**src/rtl/btb_update_ctrl.sv**
```systemverilog
// btb_update_ctrl: arbitrates the single shared btb index port between fetch
// lookups and buffered execute-stage target updates. Updates wait in a small
// FIFO. Fetch has priority, but a starve counter forces an update through
// after STARVE_LIMIT cycles of denial.
// Optional build macro: BTB_UPD_COALESCE_EN (merge an update into the newest
// queued entry when the pc matches).
module btb_update_ctrl #(
   parameter int unsigned DEPTH        = 4,
   parameter int unsigned STARVE_LIMIT = 8
) (
   input  logic        clk,
   input  logic        rst,
   input  logic        fetch_valid,
   input  logic [15:0] fetch_pc,
   output logic        fetch_ready,
   output logic        pred_valid,
   output logic        pred_hit,
   output logic [15:0] pred_target,
   input  logic        upd_valid,
   input  logic [15:0] upd_pc,
   input  logic [15:0] upd_target,
   output logic        upd_ready,
   output logic [15:0] btb_addr,
   output logic [15:0] btb_wdata,
   output logic        btb_we,
   input  logic [15:0] btb_branch_address,
   input  logic        btb_miss
);

   localparam int unsigned PW = $clog2(DEPTH);
   localparam int unsigned CW = PW + 1;
   localparam int unsigned SW = $clog2(STARVE_LIMIT + 1);

   typedef enum logic {StNormal, StForce} state_e;

   state_e        state_q;
   logic [SW-1:0] starve_q;
   logic [PW-1:0] head_q;
   logic [PW-1:0] tail_q;
   logic [CW-1:0] count_q;
   logic [15:0]   pc_mem  [DEPTH];
   logic [15:0]   tgt_mem [DEPTH];
   logic          pred_valid_q;
   logic          pred_hit_q;
   logic [15:0]   pred_target_q;

   logic          fifo_full;
   logic          fifo_nempty;
   logic          grant_fetch;
   logic          grant_upd;
   logic          push;
   logic          coalesce;
   logic [PW-1:0] newest;

   assign fifo_full   = (count_q == CW'(DEPTH));
   assign fifo_nempty = (count_q != '0);
   assign newest      = tail_q - 1'b1;

   // Port arbitration: fetch wins in NORMAL, FORCE hands the port to the FIFO head.
   always_comb begin
      grant_fetch = 1'b0;
      grant_upd   = 1'b0;
      case (state_q)
         StNormal: begin
            grant_fetch = fetch_valid;
            grant_upd   = !fetch_valid && fifo_nempty;
         end
         StForce: grant_upd = 1'b1;
      endcase
   end

`ifdef BTB_UPD_COALESCE_EN
   // Merge into the newest entry unless it is the head leaving this cycle.
   assign coalesce = upd_valid && fifo_nempty && (upd_pc == pc_mem[newest]) &&
                     !((count_q == CW'(1)) && grant_upd);
`else
   assign coalesce = 1'b0;
`endif

   // Full blocks enqueue even when the head is popped in the same cycle.
   assign push        = upd_valid && !fifo_full && !coalesce;
   assign upd_ready   = coalesce || !fifo_full;
   assign fetch_ready = grant_fetch;

   // Drive the btb port: head entry on an update grant, otherwise fetch_pc read.
   always_comb begin
      btb_we    = 1'b0;
      btb_addr  = fetch_pc;
      btb_wdata = '0;
      if (grant_upd) begin
         btb_we    = 1'b1;
         btb_addr  = pc_mem[head_q];
         btb_wdata = tgt_mem[head_q];
      end
   end

   // FIFO pointers and occupancy.
   always_ff @(posedge clk) begin
      if (rst) begin
         head_q  <= '0;
         tail_q  <= '0;
         count_q <= '0;
      end else begin
         if (push)      tail_q <= tail_q + 1'b1;
         if (grant_upd) head_q <= head_q + 1'b1;
         case ({push, grant_upd})
            2'b10:   count_q <= count_q + 1'b1;
            2'b01:   count_q <= count_q - 1'b1;
            default: count_q <= count_q;
         endcase
      end
   end

   // FIFO storage; contents need no reset since occupancy gates every read.
   always_ff @(posedge clk) begin
      if (push) begin
         pc_mem[tail_q]  <= upd_pc;
         tgt_mem[tail_q] <= upd_target;
      end else if (coalesce) begin
         tgt_mem[newest] <= upd_target;
      end
   end

   // Arbitration FSM, starve counter and registered prediction outputs.
   always_ff @(posedge clk) begin
      if (rst) begin
         state_q       <= StNormal;
         starve_q      <= '0;
         pred_valid_q  <= 1'b0;
         pred_hit_q    <= 1'b0;
         pred_target_q <= '0;
      end else begin
         pred_valid_q  <= grant_fetch;
         pred_hit_q    <= grant_fetch && !btb_miss;
         pred_target_q <= (grant_fetch && !btb_miss) ? btb_branch_address : '0;
         case (state_q)
            StNormal: begin
               if (!fifo_nempty || grant_upd) begin
                  starve_q <= '0;
               end else if (starve_q == SW'(STARVE_LIMIT - 1)) begin
                  state_q  <= StForce;
                  starve_q <= '0;
               end else begin
                  starve_q <= starve_q + 1'b1;
               end
            end
            StForce: begin
               state_q  <= StNormal;
               starve_q <= '0;
            end
         endcase
      end
   end

   assign pred_valid  = pred_valid_q;
   assign pred_hit    = pred_hit_q;
   assign pred_target = pred_target_q;

endmodule

```
**config.mk**
```make
export PLATFORM = sky130hd
export DESIGN_NAME = btb_update_ctrl
export DESIGN_NICKNAME = d
export VERILOG_FILES = /design/src/rtl/btb_update_ctrl.sv
export SDC_FILE = /design/constraint.sdc
export NUM_CORES = 1
export LEC_CHECK = 0
export CORE_MARGIN = 2
export CORE_UTILIZATION = 51
export CTS_CLUSTER_DIAMETER = 150
export DETAILED_ROUTE_END_ITERATION = 16
export GPL_ROUTABILITY_DRIVEN = 0
export GPL_TIMING_DRIVEN = 0
export PLACE_DENSITY = 0.75
export SYNTH_ARGS = -nofsm -noshare
export SYNTH_HDL_FRONTEND = slang
export SYNTH_SLANG_ARGS = --single-unit
```
**constraint.sdc**
```tcl
create_clock -name clk -period 2.8 [get_ports clk]
set_input_delay 0.56 -clock clk [delete_from_list [all_inputs] [get_ports clk]]
set_output_delay 0.56 -clock clk [all_outputs]
set_load 0.01 [all_outputs]
```
==> run_results.csv, run 1 <==
group,metric,value,unit
status,status,"finished, final reports clean",
power_and_ir_drop,p_int,4.87,mW
clocking,clock_latency,420,ps
layout,drive_above_1_share,21.4,%
power_and_ir_drop,pwr-share-comb,25.3,%
hold_path,worst_hold_path.endpoint,"starve_q[0]",
sta,max_slew.worst_pin.slew,881,ps
synthesis,syn-num-nets,390,
die,die_area,12900,sq um
setup_path,crit_fanout,10,
setup_path,regToRegSetupSlack,390,ps
global_route,grt_pass1_vias,3424,
power_and_ir_drop,p_per_area,811,nW/um^2
synthesis,avgSynthCellArea,19.5,sq um
synthesis,async_reset_ff_share,0,%
placed_design,dpl.hpwl,6990,microns
clocking,cts_tree,"done",
power_and_ir_drop,leakage,2.97,nW
detailed_routing,drcViolationCount,0,
setup_path,required,2240,ps
sta,fin_tns_setup,0,ps
power_and_ir_drop,p_seq_share,43.3,%
synthesis,synth_cell_types,38,
setup_path,cp.arrival,2170,ps
setup_path,regToRegStartpoint,"count_q[0]",
power_and_ir_drop,p_total,6.58,mW
layout,antenna_cells,0,
setup_path,timing.rr.end,"count_q[2]",
global_route,grt_max_degree,33,
synthesis,synthCells,314,
clocking,clock_path_buffers,2,
die,core,11900,sq um
die,die_y,114,microns
detailed_routing,vias,3234,
sta,fin_skew,10.3,ps
global_route,grt_remaining_overflow,0,
hold_path,holdPathStages,1,
power_and_ir_drop,ir_worst_vdd,0.430,mV
sta,finalCriticalPeriod,2730,ps
global_route,grt_use_total,18.2,%
detailed_routing,drt_first_pass_iters,4,
die,core.rowCount,40,
synthesis,ys_warn_count,0,
detailed_routing,drtIter0Drc,146,
synthesis,yosys.area.top_type,"edfxtp_1",
synthesis,synth_seq_cells,160,
setup_path,cp-end-kind,"primary output",
synthesis,synth-seq-area-share,73.2,%
layout,register_area,4490,sq um
sta,hold_viol,0,
die,io_pins,122,
die,die_w,114,microns
synthesis,yosysTopAreaCellShare,62.7,%
flow_run,max-cap-violations,0,
layout,fin_nets,530,
clocking,cts.clk_slew.worst_paths,70,ps
placed_design,port_buffers,119,
synthesis,synth_ff_type,"edfxtp_1",
power_and_ir_drop,sw_frac_of_total,26.0,%
layout,syn2layout_area_growth,32.5,%
sta,max_freq,0.366,GHz
synthesis,syn-cell-area,6130,sq um
clocking,clkSinkCount,160,
sta,post-route-period-util,97.7,%
synthesis,synth_area_leaders,"edfxtp_1, mux4_2, dfxtp_1, and2_1, mux2_4",
detailed_routing,vias_per_cell,5.27,
clocking,cts_root_buf,"clkbuf_16",
global_route,antenna_found_initial,0,
setup_path,r2r_cells,9,
die,start_util,51.6,%
clocking,cts-htree-levels,4,
sta,rsz0062_at_grt,"false",
global_route,grt_first_pass_wirelength,17300,microns
sta,slew_violations,0,
setup_path,critPathKind,"flip-flop to primary output",
detailed_routing,wire_per_inst,18.0,microns
synthesis,synth_edf_count,128,
detailed_routing,wl,11100,microns
hold_path,min_from,"starve_q[0]",
power_and_ir_drop,p_switching,1.71,mW
sta,setup_viol,0,
detailed_routing,antenna_left,0,
power_and_ir_drop,clock_power_share,31.4,%
layout,fillers,821,
clocking,cts_hold_buf,0,
layout,multi_input_area,1530,sq um
setup_path,critPathLaunchType,"flip-flop",
sta,relSlewSlack,41.3,%
hold_path,hold_class,"flip-flop to flip-flop",
clocking,cts_buffers,17,
## logic make-up (layout without fill, tap and decap cells)
group | after synthesis | in the layout | synth area share [%]
AO/OA/AOI/OAI | 11 | 11 | 1.23
XOR/XNOR | 3 | 3 | 0.429
adder cells (fa/ha/maj) | 7 | 7 | 1.55
buffers and inverters | 21 | 174 | 1.84
flip-flops | 160 | 160 | 73.2
multiplexers | 49 | 49 | 15.7
AND/OR/NAND/NOR | 63 | 63 | 6.09
## worst max path at each step
stage / from / to / slack [ps] / depth (start not counted)
CTS: flip-flop / btb_wdata[5] / -50 / 5
detailed placement: fetch_valid / count_q[2] / -100 / 10
floorplan: count_q[2] / count_q[2] / 500 / 9
finish: count_q[2] / btb_addr[10] / 70 / 5
global placement: fetch_valid / btb_addr[9] / -70 / 6
global route: count_q[2] / btb_addr[9] / 8 / 5
## critical path, stage by stage, from the launching register on
cell and delay, ps:
dfxtp_2 340, or3_4 400, a21o_4 270, buf_8 160
mux2_4 290, dlygate4sd2_1 290
## Yosys cell counts, drive strengths merged (2+ instances only)
library cell  number
a21o               3
a21oi              5
and2              32
and3               4
buf               11
clkbuf             3
dfxtp             32
edfxtp           128
ha                 6
inv                7
mux2              16
mux4              32
nand2              3
nand3              3
nor2               8
nor3               3
nor3b              2
or3                2
xor2               2
## sequential cells by signal, summed over array words and instances, names as in the netlist, 2 cells and up, named ones only
signal / flops
pc_mem: 64
tail_q: 2
pred_target: 16
starve_q: 4
tgt_mem: 64
count_q: 3
head_q: 2
## timing repair
action / CTS / global route
pin swaps: 1 / 0
resized for setup: 37 / 17
setup buffers: 0 / 2
setup endpoints to repair: 31 / 11
## metrics by stage
step,area (sq um),hold slack [ps],std cells,util [%],setup WS (ps)
6_report,8120,480,614,68.4,65.8
5_1_grt,8120,499,614,68.4,8.03
4_1_cts,8060,483,612,67.9,-46.8
3_5_place_dp,7510,474,580,63.3,-99.7
3_3_place_gp,7500,443,580,63.2,-67.8
2_1_floorplan,6130,427,314,-,499
## per-layer routing
| metal | GRT usage (%) | share of wire [%] | routed length (microns) | vias to the layer above |
|---|---|---|---|---|
| met5 | 0 | 0 | 0 | - |
| met2 | 30.9 | 50 | 5570 | 114 |
| li1 | - | - | - | 1505 |
| met3 | 7.23 | 7.5 | 835 | 16 |
| met4 | 6.34 | 1.6 | 182 | 0 |
| met1 | 21.1 | 41 | 4480 | 1599 |
## placed cells by master (no fill, tap or decap), types with 3 or more instances in the layout
cell type	instances
buf_12	4
clkbuf_16	17
inv_1	7
buf_4	3
clkinvlp_4	4
mux4_2	32
and3_2	4
a21oi_1	5
nor3_1	3
mux2_2	3
dlymetal6s2s_1	9
nand2_1	3
dfxtp_1	30
clkdlybuf4s50_1	87
and2_1	32
mux2_4	13
buf_2	3
nand3_1	3
edfxtp_1	128
clkinv_4	5
clkbuf_1	3
ha_1	6
dlygate4sd2_1	23
nor2_1	8
## power by group through the flow
stage	clock (mW)	combinational [mW]	sequential (mW)
after floorplan	0	1.04	2.88
after global placement	0	1.66	2.89
after detailed placement	0	1.69	2.90
after CTS	2.10	1.67	2.85
after global routing	2.21	1.80	2.87
final	2.07	1.66	2.85
## final cells by class
| cell class | instances | share of cell area, % |
|---|---|---|
| sequential | 160 | 55.3 |
| multi-input combinational | 133 | 18.9 |
| clock buffer | 18 | 5.29 |
| inverter | 7 | 0.324 |
| tap | 147 | 2.27 |
| buffer | 14 | 1.82 |
| clock inverter | 14 | 1.37 |
| timing repair buffer | 121 | 14.8 |
Power figures use the tool's default switching activity.
==> run 2, diff against run 1 <==
Settings changed: CELL_PAD_IN_SITES_DETAIL_PLACEMENT set to 1, CELL_PAD_IN_SITES_GLOBAL_PLACEMENT set to 1, CORE_UTILIZATION 51 to 43, SLEW_MARGIN set to 20.
==> run_results.csv, run 2 (synthesis results as in run 1) <==
group,metric,value,unit
sta,fin_skew,4.00,ps
global_route,grt_max_degree,20,
clocking,clock_latency,410,ps
setup_path,critPathLaunchType,"flip-flop",
die,io_pins,122,
setup_path,required,2240,ps
setup_path,critPathBufInv,2,
layout,final_common_cell,"edfxtp_1",
hold_path,min_from,"starve_q[0]",
detailed_routing,wl,13000,microns
setup_path,critPathKind,"flip-flop to primary output",
global_route,grt_first_pass_wirelength,20100,microns
hold_path,holdPathStages,1,
hold_path,worst_hold_path.endpoint,"starve_q[0]",
clocking,cts_root_buf,"clkbuf_16",
detailed_routing,drcViolationCount,0,
sta,slew_violations,0,
setup_path,crit_fanout,10,
setup_path,cp_top_family,"buffers and inverters",
power_and_ir_drop,p_per_area,842,nW/um^2
sta,relSlewSlack,66.8,%
layout,drive_above_1_share,22.4,%
setup_path,cp_slowest_cell,"or3_4",
setup_path,regToRegSetupSlack,330,ps
setup_path,path_depth,5,
global_route,grt_remaining_overflow,0,
setup_path,regToRegStartpoint,"count_q[2]",
setup_path,crit_chain,"or3_4 > a21o_4 > buf_12 > mux2_4 > dlygate4sd2_1",
placed_design,port_buffers,119,
clocking,cts_buffers,17,
setup_path,timing.rr.end,"count_q[2]",
detailed_routing,vias,3320,
layout,most-common-layout-cells,"edfxtp_1, clkdlybuf4s50_1, mux4_2, and2_1, dfxtp_1",
global_route,antenna_found_initial,0,
clocking,clock_path_buffers,2,
detailed_routing,wl_met3,1080,microns
layout,antenna_cells,0,
global_route,grt_use_total,18.5,%
die,start_util,44.1,%
global_route,grt_pass1_vias,3636,
setup_path,r2r_cells,9,
sta,setup_viol,0,
die,core.rowCount,43,
layout,syn2layout_area_growth,36.6,%
detailed_routing,antenna_left,0,
clocking,cts-htree-levels,4,
sta,finalCriticalPeriod,2740,ps
setup_path,cp.arrival,2180,ps
detailed_routing,vias_per_cell,5.08,
detailed_routing,drt_first_pass_iters,5,
hold_path,hold_class,"flip-flop to flip-flop",
sta,finalWorstSetupSlack,64.6,ps
placed_design,dpl.hpwl,8850,microns
flow_run,max-cap-violations,0,
sta,fin_tns_setup,0,ps
die,die_y,123,microns
status,status,"finished, final reports clean",
sta,hold_viol,0,
clocking,cts.clk_slew.worst_paths,60,ps
sta,max_freq,0.366,GHz
clocking,clkSinkCount,160,
die,die_w,123,microns
die,core,13900,sq um
setup_path,cp-end-kind,"primary output",
detailed_routing,wl_met1,5220,microns
power_and_ir_drop,leakage,3.03,nW
clocking,cts_tree,"done",
power_and_ir_drop,ir_worst_vdd,0.470,mV
detailed_routing,top_layer,"met4",
placed_design,pre_cts_ws,-148,ps
detailed_routing,drtIter0Drc,212,
detailed_routing,wl_met2,6560,microns
sta,post-route-period-util,97.7,%
die,die_area,15200,sq um
layout,fin_nets,536,
detailed_routing,wire_per_inst,19.9,microns
setup_path,cp_slowest_stage_delay,410,ps
sta,max_slew.worst_pin.slew,493,ps
## run 2: cell types whose count changed in the layout (fill, tap and decap cells not counted), moves of 3 or more
cell,delta
buf_16,+4
bufinv_16,+3
clkbuf_8,+3
clkinv_4,-4
clkinvlp_4,-3
dlygate4sd2_1,+5
dlymetal6s2s_1,-5
## run 2: worst max path at each step
stage           startpoint      endpoint  slack [ps]
6_report        count_q[2]   btb_addr[6]          60
5_1_grt         count_q[2]   btb_addr[6]          -3
4_1_cts          flip-flop  btb_wdata[3]          -4
3_5_place_dp   fetch_valid    count_q[2]        -150
3_3_place_gp   fetch_valid   btb_addr[6]         -80
2_1_floorplan   count_q[2]    count_q[2]         500
## run 2: layout make-up
cell class / instances / area, sq um
plain buffers: 14 / 144
clock buffers: 24 / 524
clock inverters: 8 / 121
fillers: 1234 / 5510
inverters: 7 / 26.3
multi-input cells: 133 / 1530
flip-flops and latches: 160 / 4490
well taps: 180 / 225
repair buffers: 127 / 1310
## run 2: repair_timing
item                       in CTS  in global routing
pin swaps                       1                  1
setup endpoints to repair      31                  9
hold buffers                    0                  0
resized for setup              45                  8
setup buffers                   1                  3
## run 2: routing by layer
layer  track usage, %  vias to the layer above
met5                0                        -
met4             6.89                        0
met3             6.83                       14
met2             30.8                      121
met1             21.9                     1675
li1                 -                     1510
## run 2: report_power, final
part / switching [mW] / internal (mW)
sequential: 0.0730 / 2.78
clock: 0.865 / 1.58
combinational: 0.768 / 0.976
## run 2: worst reg2reg max path, delay by kind of cell, from the launching register on
| kind | cells | cell delay, ps |
|---|---|---|
| xor+xnor | 1 | 170 |
| buf+inv | 2 | 280 |
| simple gates | 3 | 880 |
| compound gates | 1 | 150 |
| fa+ha+maj | 2 | 560 |
| flops | 1 | 360 |
## run 2: metrics by stage
stage | util [%] | std cells | hold WS [ps] | area [sq um] | total power, mW
2_1_floorplan | - | 314 | 427 | 6130 | 3.92
3_3_place_gp | 54.3 | 613 | 443 | 7540 | 4.57
3_5_place_dp | 55.2 | 617 | 466 | 7660 | 4.68
4_1_cts | 60.0 | 650 | 474 | 8330 | 7.12
5_1_grt | 60.3 | 653 | 494 | 8370 | 7.37
6_report | 60.3 | 653 | 480 | 8370 | 7.04
==> run 3, diff against run 2 <==
==> constraint.sdc (replaced) <==
create_clock -name clk -period 2.8 [get_ports clk]
set_input_delay 0.56 -clock clk [delete_from_list [all_inputs] [get_ports clk]]
set_output_delay 0.56 -clock clk [all_outputs]
set_load 0.02 [all_outputs]
==> run_results.csv, run 3 (synthesis results as in run 1) <==
group,metric,value,unit
status,status,"finished, final reports clean",
layout,final_common_cell,"edfxtp_1",
layout,antenna_cells,0,
detailed_routing,drcViolationCount,0,
placed_design,dpl.hpwl,8850,microns
sta,relSlewSlack,66.8,%
power_and_ir_drop,ir_worst_vdd,0.482,mV
power_and_ir_drop,p_int,5.27,mW
detailed_routing,antenna_left,0,
flow_run,max-cap-violations,0,
layout,most-common-layout-cells,"edfxtp_1, clkdlybuf4s50_1, mux4_2, and2_1, dfxtp_1",
layout,multi_input_area,1530,sq um
power_and_ir_drop,sw_frac_of_total,25.8,%
layout,fin_nets,534,
layout,postLayoutCellArea,8270,sq um
clocking,cts_root_buf,"clkbuf_16",
hold_path,hold_class,"flip-flop to flip-flop",
placed_design,placed_area,7660,sq um
layout,final_core_util,59.6,%
sta,finalCriticalPeriod,2710,ps
setup_path,critPathKind,"flip-flop to primary output",
clocking,clock_path_buffers,2,
sta,post-route-period-util,96.9,%
placed_design,pre_cts_ws,-170,ps
die,start_util,44.1,%
die,die_w,123,microns
global_route,antenna_found_initial,0,
power_and_ir_drop,p_per_area,859,nW/um^2
layout,syn2layout_area_growth,35.0,%
setup_path,cp.arrival,2150,ps
global_route,grt_max_degree,20,
sta,max_freq,0.369,GHz
setup_path,crit_fanout,7,
detailed_routing,vias,3333,
clocking,cts-htree-levels,4,
clocking,clkSinkCount,160,
clocking,cts_buffers,17,
sta,rsz0062_at_grt,"false",
global_route,grt_remaining_overflow,0,
detailed_routing,drt_first_pass_iters,4,
detailed_routing,drtIter0Drc,193,
power_and_ir_drop,leakage,2.95,nW
layout,fillers,1254,
power_and_ir_drop,clock_power_share,34.5,%
power_and_ir_drop,p_seq_share,40.2,%
setup_path,cp-end-kind,"primary output",
sta,max_slew.worst_pin.slew,493,ps
layout,drive_above_1_share,24.4,%
sta,slew_violations,0,
die,die_area,15200,sq um
power_and_ir_drop,p_switching,1.83,mW
die,core.rowCount,43,
die,die_y,123,microns
clocking,cts_tree,"done",
sta,hold_ws,478,ps
power_and_ir_drop,p_total,7.10,mW
clocking,cts.clk_slew.worst_paths,60,ps
detailed_routing,wl,13000,microns
detailed_routing,wire_per_inst,19.9,microns
global_route,grt_pass1_vias,3646,
sta,finalWorstSetupSlack,87.6,ps
placed_design,port_buffers,119,
layout,register_area,4480,sq um
setup_path,critPathLaunchType,"flip-flop",
die,core,13900,sq um
sta,hold_viol,0,
setup_path,required,2240,ps
die,io_pins,122,
power_and_ir_drop,pwr-share-comb,25.4,%
global_route,grt_use_total,18.5,%
sta,fin_skew,4.17,ps
global_route,grt_first_pass_wirelength,20100,microns
clocking,clock_latency,420,ps
detailed_routing,vias_per_cell,5.12,
sta,setup_viol,0,
run 3: per-layer routing:
layer	part of all wire (%)	routed length (microns)	up-vias	GRT usage (%)
met4	1.9	242	0	7.17
met1	40	5250	1680	21.9
li1	-	-	1508	-
met2	49	6370	122	30.7
met5	0	0	-	0
met3	8.6	1120	23	6.83
run 3: final cells by class:
class / instances / share of cell area, %
Clock buffer: 24 / 6.34
Multi-Input combinational cell: 133 / 18.6
Timing Repair Buffer: 125 / 14.8
Sequential cell: 160 / 54.2
Inverter: 7 / 0.318
Clock inverter: 8 / 1.47
Buffer: 14 / 1.53
Tap cell: 180 / 2.72
run 3: stage by stage:
stage          setup TNS (ps)  instances
2_1_floorplan               0        314
3_3_place_gp            -2780        613
3_5_place_dp            -3060        617
4_1_cts                     0        649
5_1_grt                     0        651
6_report                    0        651
run 3: critical path, stage by stage, from the launching register on:
cell	delay, ps
dfxtp_1	300
buf_4	170
buf_12	140
mux4_2	520
mux2_2	280
dlygate4sd2_1	320
run 3: path summary, 6_finish.rpt:
path,start,endpoint,slack (ps),depth (start not counted)
worst max-delay path,flip-flop,btb_addr[0],90,5
worst min-delay path,starve_q[0],starve_q[0],480,1
worst max register to register,count_q[2],count_q[2],300,9
worst min register to register,starve_q[0],starve_q[0],480,1
run 3: power by group through the flow:
stage               Clock (mW)  Combinational, mW  Sequential [mW]
detailed placement           0               1.90             2.90
finish                    2.45               1.80             2.85
CTS                       2.49               1.86             2.85
floorplan                    0               1.17             2.89
global placement             0               1.81             2.89
global route              2.60               1.95             2.87
run 3: what timing repair did:
action	CTS	global route
pin swaps	1	0
hold buffers	0	0
gates cloned	0	0
endpoints found under the setup margin	33	15
resized for setup	59	15
setup buffers	0	2
